`src/rtl/fir_tap_sequencer.sv`:
```
// Configuration/streaming controller for the 4-tap systolic FIR datapath.
// Optional beat counter port out_count is built when FIR_SEQ_STATS_EN is defined.
module fir_tap_sequencer #(
    parameter int unsigned DATA_W   = 32,
    parameter int unsigned NUM_TAPS = 4,
    parameter int unsigned LATENCY  = 4
) (
    input  logic              clock,
    input  logic              reset,
    input  logic              cfg_valid,
    output logic              cfg_ready,
    input  logic [DATA_W-1:0] cfg_coeff,
    input  logic              start,
    input  logic              flush,
    input  logic              s_valid,
    output logic              s_ready,
    input  logic [DATA_W-1:0] s_data,
    output logic              m_valid,
    output logic [DATA_W-1:0] m_data,
    output logic              fir_ce,
    output logic [DATA_W-1:0] fir_x,
    output logic              fir_wload,
    output logic [DATA_W-1:0] fir_win,
    input  logic [DATA_W-1:0] fir_y,
`ifdef FIR_SEQ_STATS_EN
    output logic [31:0]       out_count,
`endif
    output logic              busy
);

    localparam int unsigned CNT_W = (NUM_TAPS > 1) ? $clog2(NUM_TAPS) : 1;
    localparam int unsigned MAX_PH = (NUM_TAPS > LATENCY) ? NUM_TAPS : LATENCY;
    localparam int unsigned PH_W  = $clog2(MAX_PH + 1);

    if (LATENCY < NUM_TAPS - 1) begin : g_bad_latency
        $error("LATENCY must be >= NUM_TAPS-1");
    end

    typedef enum logic [1:0] {
        S_IDLE,
        S_LOAD,
        S_RUN,
        S_DRAIN
    } state_t;

    state_t             state, state_n;
    logic [CNT_W-1:0]   cnt, cnt_n;
    logic [PH_W-1:0]    ph, ph_n;
    logic               loaded, loaded_n;
    logic [LATENCY-1:0] vpipe;
    logic [DATA_W-1:0]  shadow [NUM_TAPS];
    logic [CNT_W-1:0]   win_idx;
    logic               shadow_we;
    logic               pipe_adv;
    logic               pipe_in;

    always_ff @(posedge clock) begin
        if (reset) begin
            state  <= S_IDLE;
            cnt    <= '0;
            ph     <= '0;
            loaded <= 1'b0;
            vpipe  <= '0;
        end else begin
            state  <= state_n;
            cnt    <= cnt_n;
            ph     <= ph_n;
            loaded <= loaded_n;
            if (pipe_adv) begin
                for (int unsigned i = LATENCY - 1; i > 0; i--) begin
                    vpipe[i] <= vpipe[i-1];
                end
                vpipe[0] <= pipe_in;
            end
        end
    end

    always_ff @(posedge clock) begin
        if (!reset && shadow_we) begin
            shadow[cnt] <= cfg_coeff;
        end
    end

    // Weights are shifted in last-first so PE_i ends up holding coefficient i.
    always_comb begin
        win_idx = CNT_W'((NUM_TAPS - 1) - 32'(ph));
    end

    always_comb begin
        state_n   = state;
        cnt_n     = cnt;
        ph_n      = ph;
        loaded_n  = loaded;
        cfg_ready = 1'b0;
        s_ready   = 1'b0;
        fir_ce    = 1'b0;
        fir_x     = '0;
        fir_wload = 1'b0;
        fir_win   = '0;
        busy      = 1'b0;
        shadow_we = 1'b0;
        pipe_adv  = 1'b0;
        pipe_in   = 1'b0;
        case (state)
            S_IDLE: begin
                cfg_ready = 1'b1;
                if (cfg_valid) begin
                    shadow_we = 1'b1;
                    loaded_n  = 1'b0;
                    if (cnt == CNT_W'(NUM_TAPS - 1)) begin
                        cnt_n   = '0;
                        ph_n    = '0;
                        state_n = S_LOAD;
                    end else begin
                        cnt_n = cnt + CNT_W'(1);
                    end
                end else if (start && loaded) begin
                    state_n = S_RUN;
                end
            end
            S_LOAD: begin
                busy      = 1'b1;
                fir_wload = 1'b1;
                fir_ce    = 1'b1;
                fir_win   = shadow[win_idx];
                if (ph == PH_W'(NUM_TAPS - 1)) begin
                    loaded_n = 1'b1;
                    state_n  = S_RUN;
                end else begin
                    ph_n = ph + PH_W'(1);
                end
            end
            S_RUN: begin
                busy    = 1'b1;
                s_ready = 1'b1;
                if (s_valid) begin
                    fir_ce   = 1'b1;
                    fir_x    = s_data;
                    pipe_adv = 1'b1;
                    pipe_in  = 1'b1;
                end
                if (flush) begin
                    ph_n    = '0;
                    state_n = S_DRAIN;
                end
            end
            S_DRAIN: begin
                busy     = 1'b1;
                fir_ce   = 1'b1;
                pipe_adv = 1'b1;
                if (ph == PH_W'(LATENCY - 1)) begin
                    state_n = S_IDLE;
                end else begin
                    ph_n = ph + PH_W'(1);
                end
            end
            default: state_n = S_IDLE;
        endcase
    end

    // The valid pipe only moves with the datapath, so its tail lines up with fir_y.
    always_comb begin
        m_valid = pipe_adv & vpipe[LATENCY-1];
        m_data  = m_valid ? fir_y : '0;
    end

`ifdef FIR_SEQ_STATS_EN
    logic load_entry;

    always_comb begin
        load_entry = (state == S_IDLE) && (state_n == S_LOAD);
    end

    always_ff @(posedge clock) begin
        if (reset || load_entry) begin
            out_count <= '0;
        end else if (m_valid && (out_count != '1)) begin
            out_count <= out_count + 32'd1;
        end
    end
`endif

endmodule

```
`config.mk`:
```
export PLATFORM = sky130hd
export DESIGN_NAME = fir_tap_sequencer
export DESIGN_NICKNAME = d
export VERILOG_FILES = /design/src/rtl/fir_tap_sequencer.sv
export SDC_FILE = /design/constraint.sdc
export NUM_CORES = 1
export LEC_CHECK = 0
export CAP_MARGIN = 20
export CORE_MARGIN = 3
export CORE_UTILIZATION = 47
export CTS_BUF_LIST = sky130_fd_sc_hd__clkbuf_4
export CTS_CLUSTER_SIZE = 28
export DETAILED_ROUTE_END_ITERATION = 10
export GPL_TIMING_DRIVEN = 0
export PLACE_DENSITY = 0.91
export SLEW_MARGIN = 20
export SYNTH_ARGS = -nofsm -noshare
export SYNTH_HDL_FRONTEND = slang
export SYNTH_SLANG_ARGS = --single-unit
export TNS_END_PERCENT = 100
```
`constraint.sdc`:
```
create_clock -name clock -period 3 [get_ports clock]
set_clock_uncertainty 0.1 [all_clocks]
set_input_delay 0.9 -clock clock [delete_from_list [all_inputs] [get_ports clock]]
set_output_delay 0.9 -clock clock [all_outputs]
set_load 0.02 [all_outputs]
```
* Yosys cells after proc, flatten, opt, wreduce, memory -nomap -nowiden
Memory sizes are Yosys's and may differ from the RTL's. Cells that the tools add are included.
Storage, ports and cells: bits in registers 12, RAM bits 128, output and inout port bits 102, memories 1
Memory list:
- shadow | depth 4, bits a word 32, rd ports 1, clocked after memory_dff 0, wr ports 1, line 51 | logic [DATA_W-1:0] shadow [NUM_TAPS];
Operators by class: add/sub/neg operators 3, equal/unequal tests 13, multiplexer cells 32, bitwise gates (word level) 1, reduce and logical (&&, ||, !) cells 11
Operators by type and width (number):
- two-way mux 32 bit | 4
- two-way mux 2 bit | 7
- two-way mux 1 bit | 12
- two-way mux 3 bit | 4
- != test 2 bit, second input constant | 6
- one-hot mux 3 bit (3 select lines) | 1
- one-hot mux 2 bit (4 select lines) | 1
- equality test 2 bit, second input constant | 3
- != test 3 bit, second input constant | 2
- one-hot mux 1 bit (2 select lines) | 3
- AND reduction 5 bit | 1
- AND reduction 4 bit | 1
- adder 3 x 1 -> 3 bit, second input constant | 1
- equality test 3 x 2 -> 1 bit, second input constant | 1
- AND reduction 3 bit | 1
- OR reduction 3 bit | 1
- adder 2 x 1 -> 2 bit, second input constant | 1
- equality test 2 x 1 -> 1 bit, second input constant | 1
- logical AND 1 bit | 2
- zero test 2 bit | 1
- AND reduction 2 bit | 1
- nonzero test 2 bit | 1
- OR reduction 2 bit | 1
- subtractor 2 bit, first input constant | 1
- 2 further kinds | 2

* Depth between registers and ports, before layout
Gate-level depths: netlist (run 1).
depth in word-level cells 5, mapped depth 6, gate-level depth less buffers 5

* Worst setup path before layout (run 1)
No wires, ideal clock.
path kind in2out, start input port s_valid, end output port m_data[22], arrival 1.650 ns, required time 2.000 ns, setup slack 0.350 ns, stages 4, cell sequence a21oi_2 nor2b_2 buf_2 and2_1
Between the ends: word-level cells in the longest chain between the ends 4
RTL lines:
- start: declaration | line 15 | input logic s_valid,
- two-way mux 1 bit | line 136 | if (s_valid) begin
- one-hot mux 1 bit (2 select lines) | line 104 | case (state)
- bitwise AND 1 bit | line 163 | m_valid = pipe_adv & vpipe[LATENCY-1];
- via m_valid | line 18 | output logic m_valid,
- two-way mux 32 bit | line 164 | m_data = m_valid ? fir_y : '0;
- end: declaration | line 19 | output logic [DATA_W-1:0] m_data,
The timed path passes the listed nets, and every way through them passes these cells.

* Worst setup path in the final report (run 1)
start register ph[0], end output port fir_win[24]
Between the ends: word-level cells in the longest chain between the ends 3
RTL lines:
- start: declaration | line 48 | logic [PH_W-1:0] ph, ph_n;
- start signal: assignment | line 67 | ph <= ph_n;
- subtractor 2 bit | line 86 | win_idx = CNT_W'((NUM_TAPS - 1) - 32'(ph));
- memory (4 x 32 bit)
- two-way mux 32 bit | line 104
- end: declaration | line 23 | output logic [DATA_W-1:0] fir_win,
Every way passes these cells.

==> results of run 1 <==
==> power breakdown <==
part           switching, W  internal, W
registers         0.0000535      0.00227
logic              0.000591     0.000579
clock network      0.000746     0.000445
==> per-stage QoR <==
step	area, um^2	hold WS [ns]
finish	9100	0.392
global route	9100	0.411
CTS	8750	0.390
detailed placement	8450	0.374
global placement	8340	0.361
floorplan	6100	0.349
==> cell families (layout without fill, tap and decap cells) <==
| group | Yosys count | in the layout | synth area share |
|---|---|---|---|
| DFF | 140 | 140 | 0.670 |
| and+or+nand+nor | 127 | 127 | 0.126 |
| muxes | 40 | 40 | 0.134 |
| buffers and inverters | 29 | 288 | 0.0279 |
| adders and majority gates | 13 | 13 | 0.0267 |
| AOI/OAI and AO/OA | 13 | 13 | 0.0160 |
==> synthesized netlist by cell type (2+ instances only) <==
| cell type | n |
|---|---|
| mux2i_1 | 8 |
| nand2_1 | 7 |
| and2_1 | 68 |
| buf_2 | 4 |
| nand2b_1 | 3 |
| o21ai_0 | 2 |
| clkbuf_1 | 13 |
| mux4_1 | 4 |
| dfxtp_1 | 12 |
| ha_1 | 13 |
| o32ai_1 | 2 |
| mux4_2 | 28 |
| and3_1 | 33 |
| nor2b_1 | 2 |
| edfxtp_1 | 128 |
| nor2_1 | 8 |
| a21oi_1 | 3 |
| inv_1 | 8 |
| buf_12 | 3 |
==> what timing repair did <==
item / in CTS / in global routing
endpoints found under the setup margin: 100 / 87
setup buffers: 12 / 8
gates cloned: 2 / 2
gates resized for setup: 341 / 154
pin swaps: 1 / 19
==> critical path, stage by stage (launching register included) <==
cell and delay, ns:
dfxtp_4 0.39, buf_12 0.13, buf_8 0.13, buf_4 0.11, mux4_2 0.48, and2_4 0.17
buf_6 0.12
==> flip-flops by register name, summed over array words and instances, names as in the netlist <==
name / cells
state: 2
loaded: 1
cnt: 2
ph: 3
vpipe: 4
shadow: 128
==> layout make-up <==
type | instances | area, um^2
Clock inverter | 15 | 156
Clock buffer | 17 | 128
Buffer | 19 | 175
Multi-Input combinational cell | 193 | 2000
Sequential cell | 140 | 4100
Fill cell | 795 | 3260
Inverter | 8 | 35.0
Timing Repair Buffer | 229 | 2300
Tap cell | 168 | 210
==> per-layer routing <==
layer / up-vias / part of all wire
met2: 178 / 0.54
met4: 0 / 0.0083
met3: 10 / 0.073
met1: 1973 / 0.38
li1: 1872 / -
met5: - / 0
==> worst max path at each step <==
stage / from / to / cells after the start
after detailed placement: s_valid / m_data[18] / 6
after global placement: s_valid / m_data[18] / 6
final: ph[0] / fir_win[24] / 6
after global routing: ph[0] / fir_win[24] / 6
after CTS: ph[0] / fir_win[26] / 7
after floorplan: s_valid / m_data[22] / 4
==> flow_summary.yaml, run 1 <==
placed_design:
  gp_congestion: 0.871
  dp.cells: 737
  dpl_worst_slack_ns: -1.06
  io_buffer_count: 203
  place.detailed.hpwl_um: 10500
grt:
  grt_usage: 0.210
  met2_usage: 0.371
  overflow: 0
  antenna_found_initial: 0
  grt_pass1_wl_um: 23200
  grtUsageMet1: 0.254
  grt_start_max_net_pins: 20
  grt_pass1_vias: 4267
  gr-usage-met3: 0.0650
  busiest_layer: "met2"
logic_synthesis:
  netlist_instances: 362
  netlist_top_cells_area: "edfxtp_1 63%, mux4_2 10%, and2_1 7.0%"
  avgSynthCellArea_um2: 16.8
  yosys.area.top_type: "edfxtp_1"
  ys_types: 32
  yosys_warnings: 0
  dominantRegCellSynth: "edfxtp_1"
  ys_seq_area_frac: 0.670
  synthArstFlopShare: 0
  synth_nets: 477
  synth_top_area_frac: 0.631
  ys_ff_latch: 140
  synth_edf_count: 128
  netlist_area_um2: 6100
floorplanning:
  initial_core_util: 0.493
  die-area_um2: 14400
  fp-row-count: 40
  core_um2: 12400
  fp.dieH_um: 120
  die_w_um: 120
  ios: 204
clock_tree:
  htreeDepth: 4
  clk_pin_slew_worst_paths_ns: 0.13
  cts_tree: "yes"
  clk_path_buf_depth: 2
  cts_buffers: 17
  cts_sinks: 140
  ctsHoldBuffers: 0
  clockRootBuffer: "clkbuf_4"
  insertion_delay_ns: 0.51
timing:
  finalMaxSlewViolations: 0
  worst-slew-pin-transition_ns: 0.521
  fin_ws_ns: -0.0471
  fmaxAchievable_mhz: 328
  tns_ns: -0.271
  rsz0062_at_grt: "yes"
  hold_viol_final: 0
  slew_headroom: 0.653
  period_minus_slack_ns: 3.05
  fin_crit_sh: 1.02
  setup_violations: 13
drt:
  vias_per_cell: 5.11
  drc_errors: 0
  wl_per_cell_um: 19.6
  drt_wl_total_um: 15400
  drt_iter0_markers: 218
  ant_nets: 0
  vias: 4033
  drt_pass1_iterations: 4
power_and_ir_drop:
  ir_worst_vdd_uv: 440
  finalPower_w: 0.00468
  power_density_nw_per_um2: 515
  leakagePower_nw: 3.63
hold_path:
  hold_class: "flip-flop to flip-flop"
  hold_depth: 2
  worstHoldStart: "vpipe[0]"
  min_to: "vpipe[0]"
critical_path:
  crit_type: "flip-flop to primary output"
  arrival_ns: 2.05
  r2r-end: "shadow[1][24]"
  reg2reg_from: "state[1]"
  crit_path_start_kind: "flip-flop"
  required_ns: 2.00
  critPathMaxFanout: 8
  r2r_slack_ns: 0.64
  rr_worst_depth: 6
  cp-end-kind: "primary output"
status:
  violations: "setup timing"
  status: "finished with violations"
run:
  maxCapViolCount: 0
cells_and_area:
  instances_no_fill: 789
  layout_commonest_cell: "edfxtp_1"
  area_delta_synth_final_pct: 49.2
  finalNetCount: 723
  finalCoreUtilization: 0.736
  layout_common_cells: "128 x edfxtp_1, 102 x clkdlybuf4s50_1, 49 x buf_6, 45 x and2_4, 33 x and3_1"
  diodes: 0
  drive_gt1_frac: 0.380
Power figures use the tool's default switching activity.
==> run 2, diff against run 1 <==
--- a/config.mk
+++ b/config.mk
@@ -5,14 +5,15 @@
 export SDC_FILE = /design/constraint.sdc
 export NUM_CORES = 1
 export LEC_CHECK = 0
+export ABC_AREA = 1
 export CAP_MARGIN = 20
 export CORE_MARGIN = 3
-export CORE_UTILIZATION = 47
+export CORE_UTILIZATION = 48
 export CTS_BUF_LIST = sky130_fd_sc_hd__clkbuf_4
 export CTS_CLUSTER_SIZE = 28
 export DETAILED_ROUTE_END_ITERATION = 10
 export GPL_TIMING_DRIVEN = 0
-export PLACE_DENSITY = 0.91
+export PLACE_DENSITY = 0.92
 export SLEW_MARGIN = 20
 export SYNTH_ARGS = -nofsm -noshare
 export SYNTH_HDL_FRONTEND = slang
==> flow_summary.yaml, run 2 <==
cells_and_area:
  area_delta_synth_final_pct: 40.1
  final-seq-area_um2: 4090
  top_regs: "shadow x128, vpipe x4, ph x3"
  fill_cells: 954
  design_area_um2: 8810
  diodes: 0
  finalNetCount: 983
  layout_commonest_cell: "nor2_1"
  layout_common_cells: "211 x nor2_1, 128 x edfxtp_1, 104 x clkdlybuf4s50_1, 85 x inv_1, 64 x buf_2"
  largest_reg_flops: 128
  drive_gt1_frac: 0.217
  largest_register: "shadow"
  finalCoreUtilization: 0.692
  multi_input_area_um2: 1770
drt:
  vias_per_cell: 4.97
  vias: 5233
  drt_wl_total_um: 17200
  wl_per_cell_um: 16.3
  drt_iter0_markers: 385
  ant_nets: 0
  drt_pass1_iterations: 5
  drc_errors: 0
logic_synthesis:
  ys_top_cells_by_count: "221 x nor2_1, 128 x edfxtp_1, 89 x inv_1, 40 x o21ai_0, 38 x a21oi_1"
  netlist_area_um2: 6280
  netlist_top_cells_area: "edfxtp_1 61%, nor2_1 13%, inv_1 5.3%"
  ys_types: 16
  synth_top_area_frac: 0.612
  ys_seq_area_frac: 0.650
  synth_nets: 755
  synth-compound-area-share: 0.0876
  synthArstFlopShare: 0
  synth_simple_gate_area_share: 0.154
  dominantRegCellSynth: "edfxtp_1"
  avgSynthCellArea_um2: 9.82
  synthMuxAreaShare: 0
  synth_top_family_by_area: "simple AND/OR/NAND/NOR gates"
  yosys.area.top_type: "edfxtp_1"
  ys_ff_latch: 140
  synth_xor_area_frac: 0
  netlist_instances: 640
  synth_edf_count: 128
  yosys_warnings: 0
  yosysMostFrequentCell: "nor2_1"
  synthAdderAreaFrac: 0.0259
power_and_ir_drop:
  ir_worst_vdd_uv: 440
  power_density_nw_per_um2: 696
  leakagePower_nw: 3.81
clock_tree:
  clk_path_buf_depth: 2
  ctsHoldBuffers: 0
  htreeDepth: 4
  cts_sinks: 140
  cts_buffers: 17
  insertion_delay_ns: 0.53
  clk_pin_slew_worst_paths_ns: 0.15
  clockRootBuffer: "clkbuf_4"
  cts_tree: "yes"
timing:
  period_minus_slack_ns: 2.93
  finalMaxSlewViolations: 0
  fin_crit_sh: 0.975
  rsz0062_at_grt: "yes"
  fmaxAchievable_mhz: 342
  slew_headroom: 0.570
  setup_violations: 0
  hold_viol_final: 0
  worst-slew-pin-transition_ns: 0.643
  whs_ns: 0.379
grt:
  busiest_layer: "met2"
  grt_usage: 0.231
  gr-usage-met3: 0.0674
  grt_start_max_net_pins: 23
  grt_pass1_vias: 5018
  antenna_found_initial: 0
  grtUsageMet1: 0.266
  grt_pass1_wl_um: 26000
  overflow: 0
  met2_usage: 0.421
critical_path:
  required_ns: 2.00
  crit_type: "flip-flop to primary output"
  crit_family: "buffers and inverters"
  critPathMaxFanout: 10
  crit_buf_inv: 3
  critical_path.slowest_cell: "dfxtp_4"
  cpPeakStageDelay_ns: 0.41
  arrival_ns: 1.93
  crit_path_start_kind: "flip-flop"
  cp_cell_sequence: "buf_8 -> buf_8 -> nor2_1 -> nor2_1 -> o21ai_1 -> a21oi_1 -> buf_4"
  cp-end-kind: "primary output"
placed_design:
  place.detailed.hpwl_um: 12200
  io_buffer_count: 203
  placed_cell_area_um2: 8660
  gp_congestion: 0.790
floorplanning:
  core_um2: 12700
  die_w_um: 120
  fp-row-count: 41
  initial_core_util: 0.494
  fp.dieH_um: 120
  ios: 204
  die-area_um2: 14500
run:
  maxCapViolCount: 0
hold_path:
  hold_class: "flip-flop to flip-flop"
status:
  status: "completed"
## run 2: cell count changes after synthesis, moves of 6 or more
cell     previous run  this run
o21ai_0             2        40
nand2_1             7        27
mux2i_1             8         0
a21oi_1             3        38
nor2_1              8       221
mux4_2             28         0
inv_1               8        89
and3_1             33         0
o21ai_1             0        32
nand3_1             1         7
and2_1             68         0
buf_2               4        12
## run 2: repair_timing
action	CTS	global route
gates cloned	0	0
buffers inserted	1	1
gates resized for setup	373	90
pin swaps	4	6
setup endpoints to repair	99	96
## run 2: worst paths after layout
kind              slack (ns)     start  depth (start not counted)       endpoint
hold / removal          0.38    loaded                          2         loaded
setup reg to reg        0.49  state[0]                          8  shadow[1][11]
setup / recovery        0.07     ph[0]                          7    fir_win[11]
hold reg to reg         0.38    loaded                          2         loaded
## run 2: worst min-delay path, delay by kind of cell, from the launching register on
family	cells	cell delay [ns]
and+or+nand+nor	1	0.06
DFF	1	0.34
AOI/OAI and AO/OA	1	0.05
## run 2: cells by family (layout without fill, tap and decap cells)
kind of cell | count (synthesis) | after routing
adder cells (fa/ha/maj) | 13 | 13
AO/OA/AOI/OAI | 110 | 110
buffers and inverters | 122 | 363
AND/OR/NAND/NOR | 255 | 255
flip-flops | 140 | 140
## run 2: cell type report
cell class,count,share of cell area
clock inverters,15,0.0217
flip-flops and latches,140,0.465
multi-input cells,378,0.201
clock buffers,17,0.0145
inverters,90,0.0386
repair buffers,209,0.203
plain buffers,32,0.0313
well taps,172,0.0244
## run 2: report_power, final
part           leakage [nW]  internal [W]  switching (W)  total [W]
clock network         0.169      0.000477       0.000824    0.00130
registers              1.26       0.00231      0.0000731    0.00239
logic                  2.38      0.000917        0.00153    0.00244
total                  3.81       0.00371        0.00242    0.00613
## run 2: per-layer routing
metal  vias to the layer above  wire, um
met4                         0       222
met5                         -         0
li1                       2537         -
met3                        21      1630
met1                      2397      6420
met2                       278      8930
## run 2: metrics by stage
stage / setup TNS, ns / std cells / setup slack [ns] / power [W]
floorplan: -13.06 / 640 / -0.102 / 0.00383
global placement: -247.14 / 1015 / -1.66 / 0.00474
detailed placement: -45.25 / 1019 / -0.858 / 0.00485
CTS: 0 / 1052 / 0.000186 / 0.00611
global route: -0.141 / 1053 / -0.0311 / 0.00648
finish: 0 / 1053 / 0.0741 / 0.00613
==> run 3, diff against run 2 <==
--- a/config.mk
+++ b/config.mk
@@ -13,6 +13,7 @@
 export CTS_CLUSTER_SIZE = 28
 export DETAILED_ROUTE_END_ITERATION = 10
 export GPL_TIMING_DRIVEN = 0
+export MAX_ROUTING_LAYER = met4
 export PLACE_DENSITY = 0.92
 export SLEW_MARGIN = 20
 export SYNTH_ARGS = -nofsm -noshare
==> flow_summary.yaml, run 3 (synthesis results as in run 2) <==
status:
  status: "completed"
run:
  maxCapViolCount: 0
clock_tree:
  clk_pin_slew_worst_paths_ns: 0.15
  cts_buffers: 17
  htreeDepth: 4
  cts_sinks: 140
  clk_path_buf_depth: 2
  insertion_delay_ns: 0.55
  ctsHoldBuffers: 0
  cts_tree: "yes"
  clockRootBuffer: "clkbuf_4"
cells_and_area:
  fill_cells: 936
  top_regs: "shadow x128, vpipe x4, ph x3"
  instances_no_fill: 1053
  layout_common_cells: "211 x nor2_1, 128 x edfxtp_1, 103 x clkdlybuf4s50_1, 85 x inv_1, 57 x buf_2"
  area_delta_synth_final_pct: 41.1
  finalNetCount: 983
  largest_register: "shadow"
  drive_gt1_frac: 0.218
  largest_reg_flops: 128
  diodes: 0
  layout_commonest_cell: "nor2_1"
drt:
  vias: 5257
  drc_errors: 0
  drt_iter0_markers: 387
  drt_pass1_iterations: 5
  vias_per_cell: 4.99
  wl_per_cell_um: 16.3
  drt_wl_total_um: 17200
  ant_nets: 0
floorplanning:
  initial_core_util: 0.494
  die-area_um2: 14500
  fp.dieH_um: 120
  die_w_um: 120
  core_um2: 12700
  fp-row-count: 41
  ios: 204
grt:
  overflow: 0
  grt_pass1_wl_um: 26000
  grt_pass1_vias: 5030
  antenna_found_initial: 0
  grt_start_max_net_pins: 23
  grt_usage: 0.237
power_and_ir_drop:
  leakagePower_nw: 3.81
  ir_worst_vdd_uv: 438
  finalPower_w: 0.00613
  power_density_nw_per_um2: 692
critical_path:
  rr_worst_depth: 8
  required_ns: 2.00
  arrival_ns: 1.92
  critPathMaxFanout: 10
  crit_type: "flip-flop to primary output"
  cp-end-kind: "primary output"
  crit_path_start_kind: "flip-flop"
timing:
  setup_violations: 0
  finalMaxSlewViolations: 0
  worst-slew-pin-transition_ns: 0.618
  hold_viol_final: 0
  period_minus_slack_ns: 2.92
  tns_ns: 0
  slew_headroom: 0.587
  fin_crit_sh: 0.975
  fmaxAchievable_mhz: 342
hold_path:
  hold_class: "flip-flop to flip-flop"
  hold_depth: 2
placed_design:
  io_buffer_count: 203
  gp_congestion: 0.801
  place.detailed.hpwl_um: 12200
  dp.cells: 1019
-- run 3: cell count changes in the layout (fill, tap and decap cells not counted), moves of 2 or more --
cell | before | now
buf_4 | 26 | 22
buf_6 | 8 | 10
a21oi_1 | 36 | 34
clkdlybuf4s15_2 | 10 | 21
buf_8 | 4 | 1
buf_2 | 64 | 57
-- run 3: what timing repair did --
item	CTS	global route
pin swaps	4	3
resized for setup	373	68
buffers inserted	1	1
gates cloned	0	0
endpoints found under the hold margin	0	0
endpoints found under the setup margin	99	93
-- run 3: final timing paths --
kind	from	to	slack, ns
max	state[0]	m_valid	0.08
max reg2reg	state[1]	shadow[0][11]	0.47
min reg2reg	vpipe[0]	vpipe[0]	0.38
min	vpipe[0]	vpipe[0]	0.38
-- run 3: worst max-delay path, cell delays in order (launching register included) --
cell             delay [ns]
dfxtp_4                0.40
inv_4                  0.08
ha_2                   0.22
nand2_4                0.08
nand2_4                0.08
nand2_4                0.07
buf_6                  0.15
inv_1                  0.05
clkdlybuf4s15_2        0.25
-- run 3: metrics by stage --
stage	util	worst slack, ns	cell area [um^2]	hold WS [ns]
final	0.697	0.0753	8860	0.377
after global routing	0.697	-0.00882	8860	0.416
after CTS	0.701	0.000186	8920	0.380
after detailed placement	0.681	-0.858	8660	0.359
after global placement	0.671	-1.66	8530	0.352
after floorplan	-	-0.102	6280	0.333
-- run 3: area by class of cell --
type                       count  area, um^2  area share
sequential                   140        4090       0.462
tap                          172         215      0.0243
buffer                        32         255      0.0288
clock buffer                  17         128      0.0144
multi-input combinational    378        1790       0.202
inverter                      90         340      0.0384
clock inverter                15         191      0.0216
timing repair buffer         209        1850       0.209
-- run 3: routing by layer --
metal,GRT usage,share of wire,vias up,wire length (um)
li1,-,-,2533,-
met4,0.0701,0.015,0,255
met1,0.266,0.37,2437,6350
met2,0.422,0.52,262,8980
met5,-,0,-,0
met3,0.0543,0.092,25,1580
-- run 3: where the power goes --
group	switching (W)	total [W]	internal, W
clock	0.000826	0.00130	0.000477
combinational	0.00153	0.00244	0.000916
sequential	0.0000718	0.00239	0.00231
total	0.00243	0.00613	0.00371
